[src/rtl/ms_timer_multi.sv]
// Millisecond-style tick generator with a free-running tick counter and NUM_CH independent
// countdown channels (one-shot or periodic) that expire on tick boundaries.
module ms_timer_multi #(
  parameter int unsigned CLK_FREQ_HZ = 100_000_000,
  parameter int unsigned TICK_HZ     = 1000,
  parameter int unsigned CNT_W       = 16,
  parameter int unsigned NUM_CH      = 4
) (
  input  logic                    clk,
  input  logic                    rst,
  input  logic                    en,
  input  logic                    clr,
  output logic [CNT_W-1:0]        tick_count,
  output logic                    tick,
  output logic                    wrap,
  input  logic [NUM_CH-1:0]       ch_load,
  input  logic [NUM_CH*CNT_W-1:0] ch_period,
  input  logic [NUM_CH-1:0]       ch_periodic,
  input  logic [NUM_CH-1:0]       ch_stop,
  output logic [NUM_CH-1:0]       ch_active,
  output logic [NUM_CH-1:0]       ch_expire
);

  localparam int unsigned DIV = CLK_FREQ_HZ / TICK_HZ;
  localparam int unsigned PW  = (DIV >= 2) ? $clog2(DIV) : 1;
  localparam logic [PW-1:0] PrescMax = PW'(DIV - 1);

  if ((CLK_FREQ_HZ % TICK_HZ) != 0 || DIV < 2) begin : g_div_check
    $error("ms_timer_multi: CLK_FREQ_HZ/TICK_HZ must be an integer >= 2");
  end
  if (NUM_CH < 1 || NUM_CH > 16) begin : g_ch_check
    $error("ms_timer_multi: NUM_CH must be in 1..16");
  end

  logic [PW-1:0]                  presc_q, presc_d;
  logic [CNT_W-1:0]               cnt_q, cnt_d;
  logic                           tick_q, tick_d;
  logic                           wrap_q, wrap_d;
  logic [NUM_CH-1:0][CNT_W-1:0]   rem_q, rem_d;
  logic [NUM_CH-1:0][CNT_W-1:0]   reload_q, reload_d;
  logic [NUM_CH-1:0]              mode_q, mode_d;
  logic [NUM_CH-1:0]              active_q, active_d;
  logic [NUM_CH-1:0]              expire_q, expire_d;
  logic                           ts;

  always_comb begin
    ts = en & (presc_q == PrescMax) & ~clr;

    presc_d = presc_q;
    cnt_d   = cnt_q;
    if (clr) begin
      presc_d = '0;
      cnt_d   = '0;
    end else if (ts) begin
      presc_d = '0;
      cnt_d   = cnt_q + CNT_W'(1);
    end else if (en) begin
      presc_d = presc_q + PW'(1);
    end
    tick_d = ts;
    wrap_d = ts & (cnt_q == '1);

    rem_d    = rem_q;
    reload_d = reload_q;
    mode_d   = mode_q;
    active_d = active_q;
    expire_d = '0;
    // Priority per channel: stop, then load (which swallows a coincident tick), then countdown.
    for (int i = 0; i < NUM_CH; i++) begin
      if (ch_stop[i]) begin
        active_d[i] = 1'b0;
      end else if (ch_load[i]) begin
        if (ch_period[i*CNT_W +: CNT_W] != '0) begin
          rem_d[i]    = ch_period[i*CNT_W +: CNT_W];
          reload_d[i] = ch_period[i*CNT_W +: CNT_W];
          mode_d[i]   = ch_periodic[i];
          active_d[i] = 1'b1;
        end else begin
          active_d[i] = 1'b0;
        end
      end else if (ts && active_q[i]) begin
        if (rem_q[i] > CNT_W'(1)) begin
          rem_d[i] = rem_q[i] - CNT_W'(1);
        end else begin
          expire_d[i] = 1'b1;
          if (mode_q[i]) begin
            rem_d[i] = reload_q[i];
          end else begin
            rem_d[i]    = '0;
            active_d[i] = 1'b0;
          end
        end
      end
    end
  end

  always_ff @(posedge clk) begin
    if (rst) begin
      presc_q  <= '0;
      cnt_q    <= '0;
      tick_q   <= 1'b0;
      wrap_q   <= 1'b0;
      rem_q    <= '0;
      reload_q <= '0;
      mode_q   <= '0;
      active_q <= '0;
      expire_q <= '0;
    end else begin
      presc_q  <= presc_d;
      cnt_q    <= cnt_d;
      tick_q   <= tick_d;
      wrap_q   <= wrap_d;
      rem_q    <= rem_d;
      reload_q <= reload_d;
      mode_q   <= mode_d;
      active_q <= active_d;
      expire_q <= expire_d;
    end
  end

  assign tick_count = cnt_q;
  assign tick       = tick_q;
  assign wrap       = wrap_q;
  assign ch_active  = active_q;
  assign ch_expire  = expire_q;

endmodule
[config.mk]
export PLATFORM = sky130hd
export DESIGN_NAME = ms_timer_multi
export DESIGN_NICKNAME = d
export VERILOG_FILES = /design/src/rtl/ms_timer_multi.sv
export SDC_FILE = /design/constraint.sdc
export NUM_CORES = 1
export LEC_CHECK = 0
export CAP_MARGIN = 10
export CORE_MARGIN = 2
export CORE_UTILIZATION = 52
export CTS_CLUSTER_DIAMETER = 60
export CTS_CLUSTER_SIZE = 30
export DETAILED_ROUTE_END_ITERATION = 8
export GPL_TIMING_DRIVEN = 0
export PLACE_DENSITY_LB_ADDON = 0.2
export SLEW_MARGIN = 5
export SYNTH_ARGS = -nofsm -noshare
export SYNTH_HDL_FRONTEND = slang
export SYNTH_SLANG_ARGS = --single-unit
[constraint.sdc]
create_clock -name clk -period 2.7 [get_ports clk]
set_input_delay 0.81 -clock clk [delete_from_list [all_inputs] [get_ports clk]]
set_output_delay 0.81 -clock clk [all_outputs]
set_load 0.1 [all_outputs]
# Word-level counts from Yosys, hierarchy flattened
# Cells that the tools add are included.
# op_classes
addsub	6
order_cmp	4
eq_ne	14
mux	44
n_bitwise	12
reduce_logical	34
# ops
cell	n
$mux 16	20
$gt 16x1->1 const B	4
$reduce_bool 16->1	4
$sub 16x1->16 const B	4
$reduce_and 3->1	12
$mux 1	24
$add 17x1->17 const B	1
$eq 17x17->1 const B	1
$add 16x1->16 const B	1
$eq 16x16->1 const B	1
$ne 2x2->1 const B	8
$reduce_or 4->1	4
$reduce_or 2->1	5
$not 1->1	9
$ne 2x1->1 const B	4
$reduce_bool 2->1	4
$logic_and 1x1->1	4
$and 1x1->1	3
$reduce_or 3->1	1
# totals
ff_bits	175
in_bits	80
out_inout_bits	26
wordCells	138

# Logic depth before layout (Yosys ltp)
# logic_depth
ltp_word	6
mapped_depth	9
depth_no_buf	7

# Least setup slack after synthesis
# Ideal clock, no wire load.
# synth_path
path_kind	in2reg
start	input port ch_period[42]
end	register rem_q[33] (netlist name)
setup_time_ns	0.101
arrival_time_ns	2.503
required_ns	2.599
path_slack_ns	0.096
stages	7
path_buffers	2
cell_sequence	nor4_1 a41oi_1 buf_1 a31oi_1 clkbuf_1 nand3_1 o41ai_1
# synth_between
elab_chain_cells	3
# synth_rtl
element	line_no	rtl
from (decl)	17	input logic [NUM_CH*CNT_W-1:0] ch_period,
$reduce_bool 16->1	73	if (ch_period[i*CNT_W +: CNT_W] != '0) begin
$ne 2x1->1 (no line)	-	
$reduce_and 3->1 (no line)	-	
to (signal assigned)	113	rem_q <= rem_d;
to (decl)	39	logic [NUM_CH-1:0][CNT_W-1:0] rem_q, rem_d;
# No other way between the ends.
# A chain may end at the register's enable or synchronous reset.

# Worst setup path after layout
# layout_path
start	input port ch_period[59]
end	register reload_q[63] (netlist name)
# layout_between
elab_chain_cells	2
# layout_rtl
element	line_no	rtl
$reduce_bool 16->1	73	
$reduce_and 3->1 (no line)	-	
to (signal assigned)	114	reload_q <= reload_d;
to (decl)	40	logic [NUM_CH-1:0][CNT_W-1:0] reload_q, reload_d;
# No other way between the ends.

==> impl_metrics.ini <==
[cts]
cts_buffers = 17
cts_tree = done
root_buffer = clkbuf_16
cts.hold.buffers_added = 0
cts_sinks = 175
h-tree-depth = 4
clock_latency_ns = 0.43
cts_buffer_depth = 2
clk_pin_slew_ns = 0.07

[global_routing]
track_usage_pct = 29.40
antenna_found_initial = 0
grt_pass1_vias = 9031
grt_overflow = 0
grt_max_degree = 17
grt_pass1_wl_um = 47080

[floorplan]
dieArea_sq_um = 19590
initial_utilization_pct = 53.34
std_cell_rows = 49
die_h_um = 140.0
die_w_um = 140.0
io_pins = 106
core_sq_um = 18020

[synth]
synthFlopType = dfxtp_1
ys_ff_latch = 175
async_flop_share_pct = 0
yosysWarnings = 0
ys_types = 67
synth_area_leaders = dfxtp_1 36%, mux2i_1 7.2%, nor2_1 5.3%, a21oi_1 4.0%, xor2_1 3.1%
synth_commonest_cells = 175 x dfxtp_1, 137 x nor2_1, 77 x a21oi_1, 69 x mux2i_1
syn-num-nets = 1243
postSynthCellCount = 1153
yosysTopAreaCell = dfxtp_1
syn_avg_cell_area_sq_um = 8.338
seq_area_frac_synth_pct = 36.44
synth-edff-count = 0
syn_area_sq_um = 9614
synth.most_common_cell = dfxtp_1
synth_top_area_share_pct = 36.44

[worst_setup_path]
cp.depth = 7
worst-r2r-cell-count = 7
cpMaxStageDelayCell = clkdlybuf4s50_1
crit_end = reload_q[63]
cp_num_buf_inv = 3
worstSetupPathType = in2reg
crit_family = buffers and inverters
cp.required_ns = 2.99
r2r_end = rem_q[62]
start_kind = input port
r2r_slack_ns = 0.15
critical_path.cell_chain = clkdlybuf4s50_1 -> nor4_4 -> a41oi_2 -> clkbuf_2 -> clkbuf_4 -> mux2i_1 -> nor2_1
worst_setup_path_end_kind = flip-flop
worstPathArrival_ns = 2.90
path_max_fanout = 10
startpoint = ch_period[59]
r2r-start = rem_q[48]
cp_slowest_stage_delay_ns = 0.53

[power_and_ir_drop]
cellPowerDensity_nw_per_um2 = 586.5
vdd.ir_drop.worst_mv = 0.4980
p_leak_nw = 4.438

[timing]
maxSlewViolCount = 0
hold_ws_ns = 0.4755
fin_crit_ns = 2.610
finalHoldViolCount = 0
slew_headroom_pct = 26.85
timing.final.crit_share_pct = 96.66
setup_viol = 0
max_slew.worst_pin.slew_ns = 1.089
skew_ns = 0.01161
clock.fmax_mhz = 383.2

[worst_hold_path]
min_path_type = reg2reg
hold_depth = 2

[finish]
area_delta_synth_final_pct = 23.53
stdcell_count = 1522
fin_nets = 1370
diodes = 0
drive_gt1_share_pct = 10.44

[routing]
drt_iter0_markers = 918
wl_per_cell_um = 19.44
routed_wl_um = 29590
ant_nets = 0
routed_via_density = 6.428
firstDrtPassIters = 5
vias = 9783
drc = 0

[place]
place_inst = 1485
io_buffers = 103
dpl.hpwl_um = 20810
place_congestion = 0.9635

[run_status]
status = finished clean

[job]
drv_cap = 0
==> stage by stage <==
stage / power, W / area (sq um) / TNS, ns / setup WS [ns] / utilization [%]
2_1_floorplan: 0.003866 / 9614 / 0 / 0.09632 / -
3_5_place_dp: 0.004340 / 10940 / -103.11 / -1.345 / 60.68
5_1_grt: 0.007236 / 11880 / -0.002178 / -0.002178 / 65.89
6_report: 0.006966 / 11880 / 0 / 0.09014 / 65.89
4_1_cts: 0.006898 / 11670 / 0 / 0.006077 / 64.76
3_3_place_gp: 0.004317 / 10930 / -102.41 / -1.357 / 60.65
==> timing repair <==
item,4_1_cts,5_1_grt
pin swaps,0,4
resized for setup,64,44
setup endpoints to repair,132,78
buffers inserted,2,6
==> layer usage <==
metal  share of wire (%)  vias up  global-route usage (%)
li1                    -     4580                       -
met1                  44     4665                   40.78
met2                  46      478                   45.80
met3                 8.0       60                   5.265
met4                 2.8        0                   11.21
met5                   0        -                       0
==> tightest hold or removal path, delay by kind of cell (launching register included) <==
family	cells	cell delay, ns
DFF	1	0.31
and+or+nand+nor	1	0.06
AOI/OAI and AO/OA	1	0.06
==> flip-flops by register name, summed over array words and instances (netlist names) <==
name / flops
presc_q: 17
wrap: 1
tick: 1
tick_count: 16
reload_q: 64
rem_q: 64
mode_q: 4
ch_active: 4
ch_expire: 4
==> logic make-up after synthesis <==
| family | after synthesis | synth area share (%) |
|---|---|---|
| multiplexers | 71 | 7.418 |
| AO/OA/AOI/OAI | 301 | 21.97 |
| XOR/XNOR | 48 | 4.373 |
| flip-flops | 175 | 36.44 |
| adder cells (fa/ha/maj) | 10 | 1.301 |
| AND/OR/NAND/NOR | 429 | 23.02 |
| buffers and inverters | 119 | 5.479 |
==> cells in the final DEF, fill, tap and decap left out, types with 14 or more instances in the layout <==
cell,instances
dfxtp_1,175
nor2_1,136
a21oi_1,77
clkdlybuf4s50_1,73
mux2i_1,69
nand2_1,66
clkbuf_1,48
nand3_1,48
o21ai_0,40
xor2_1,34
o211ai_1,34
inv_1,26
nand4_1,24
dlygate4sd2_1,24
or3_1,19
a311oi_1,19
a211oi_1,18
clkbuf_16,17
nor4_1,16
xnor2_1,14
nand2b_1,14
==> final cells by class <==
type	instances	area [sq um]
buffer	89	471.7
fill	1554	6148
clock inverter	13	161.4
tap	229	286.5
clock buffer	19	442.9
timing repair buffer	111	1076
sequential	175	3503
inverter	27	101.3
multi-input combinational	859	5833
==> where the power goes <==
group,internal (W),switching (W)
combinational,0.000648,0.000932
sequential,0.00270,0.000120
clock,0.00148,0.00108
==> worst min-delay path by stage <==
stage | from | end | slack (ns)
after CTS | reload_q[51] | reload_q[51] | 0.47
final | reload_q[51] | reload_q[51] | 0.48
after floorplan | reload_q[60] | rem_q[60] | 0.44
after global routing | rem_q[54] | rem_q[54] | 0.50
after detailed placement | reload_q[51] | reload_q[51] | 0.46
after global placement | reload_q[51] | reload_q[51] | 0.46
Note: power is estimated with default switching activity, not from simulation.
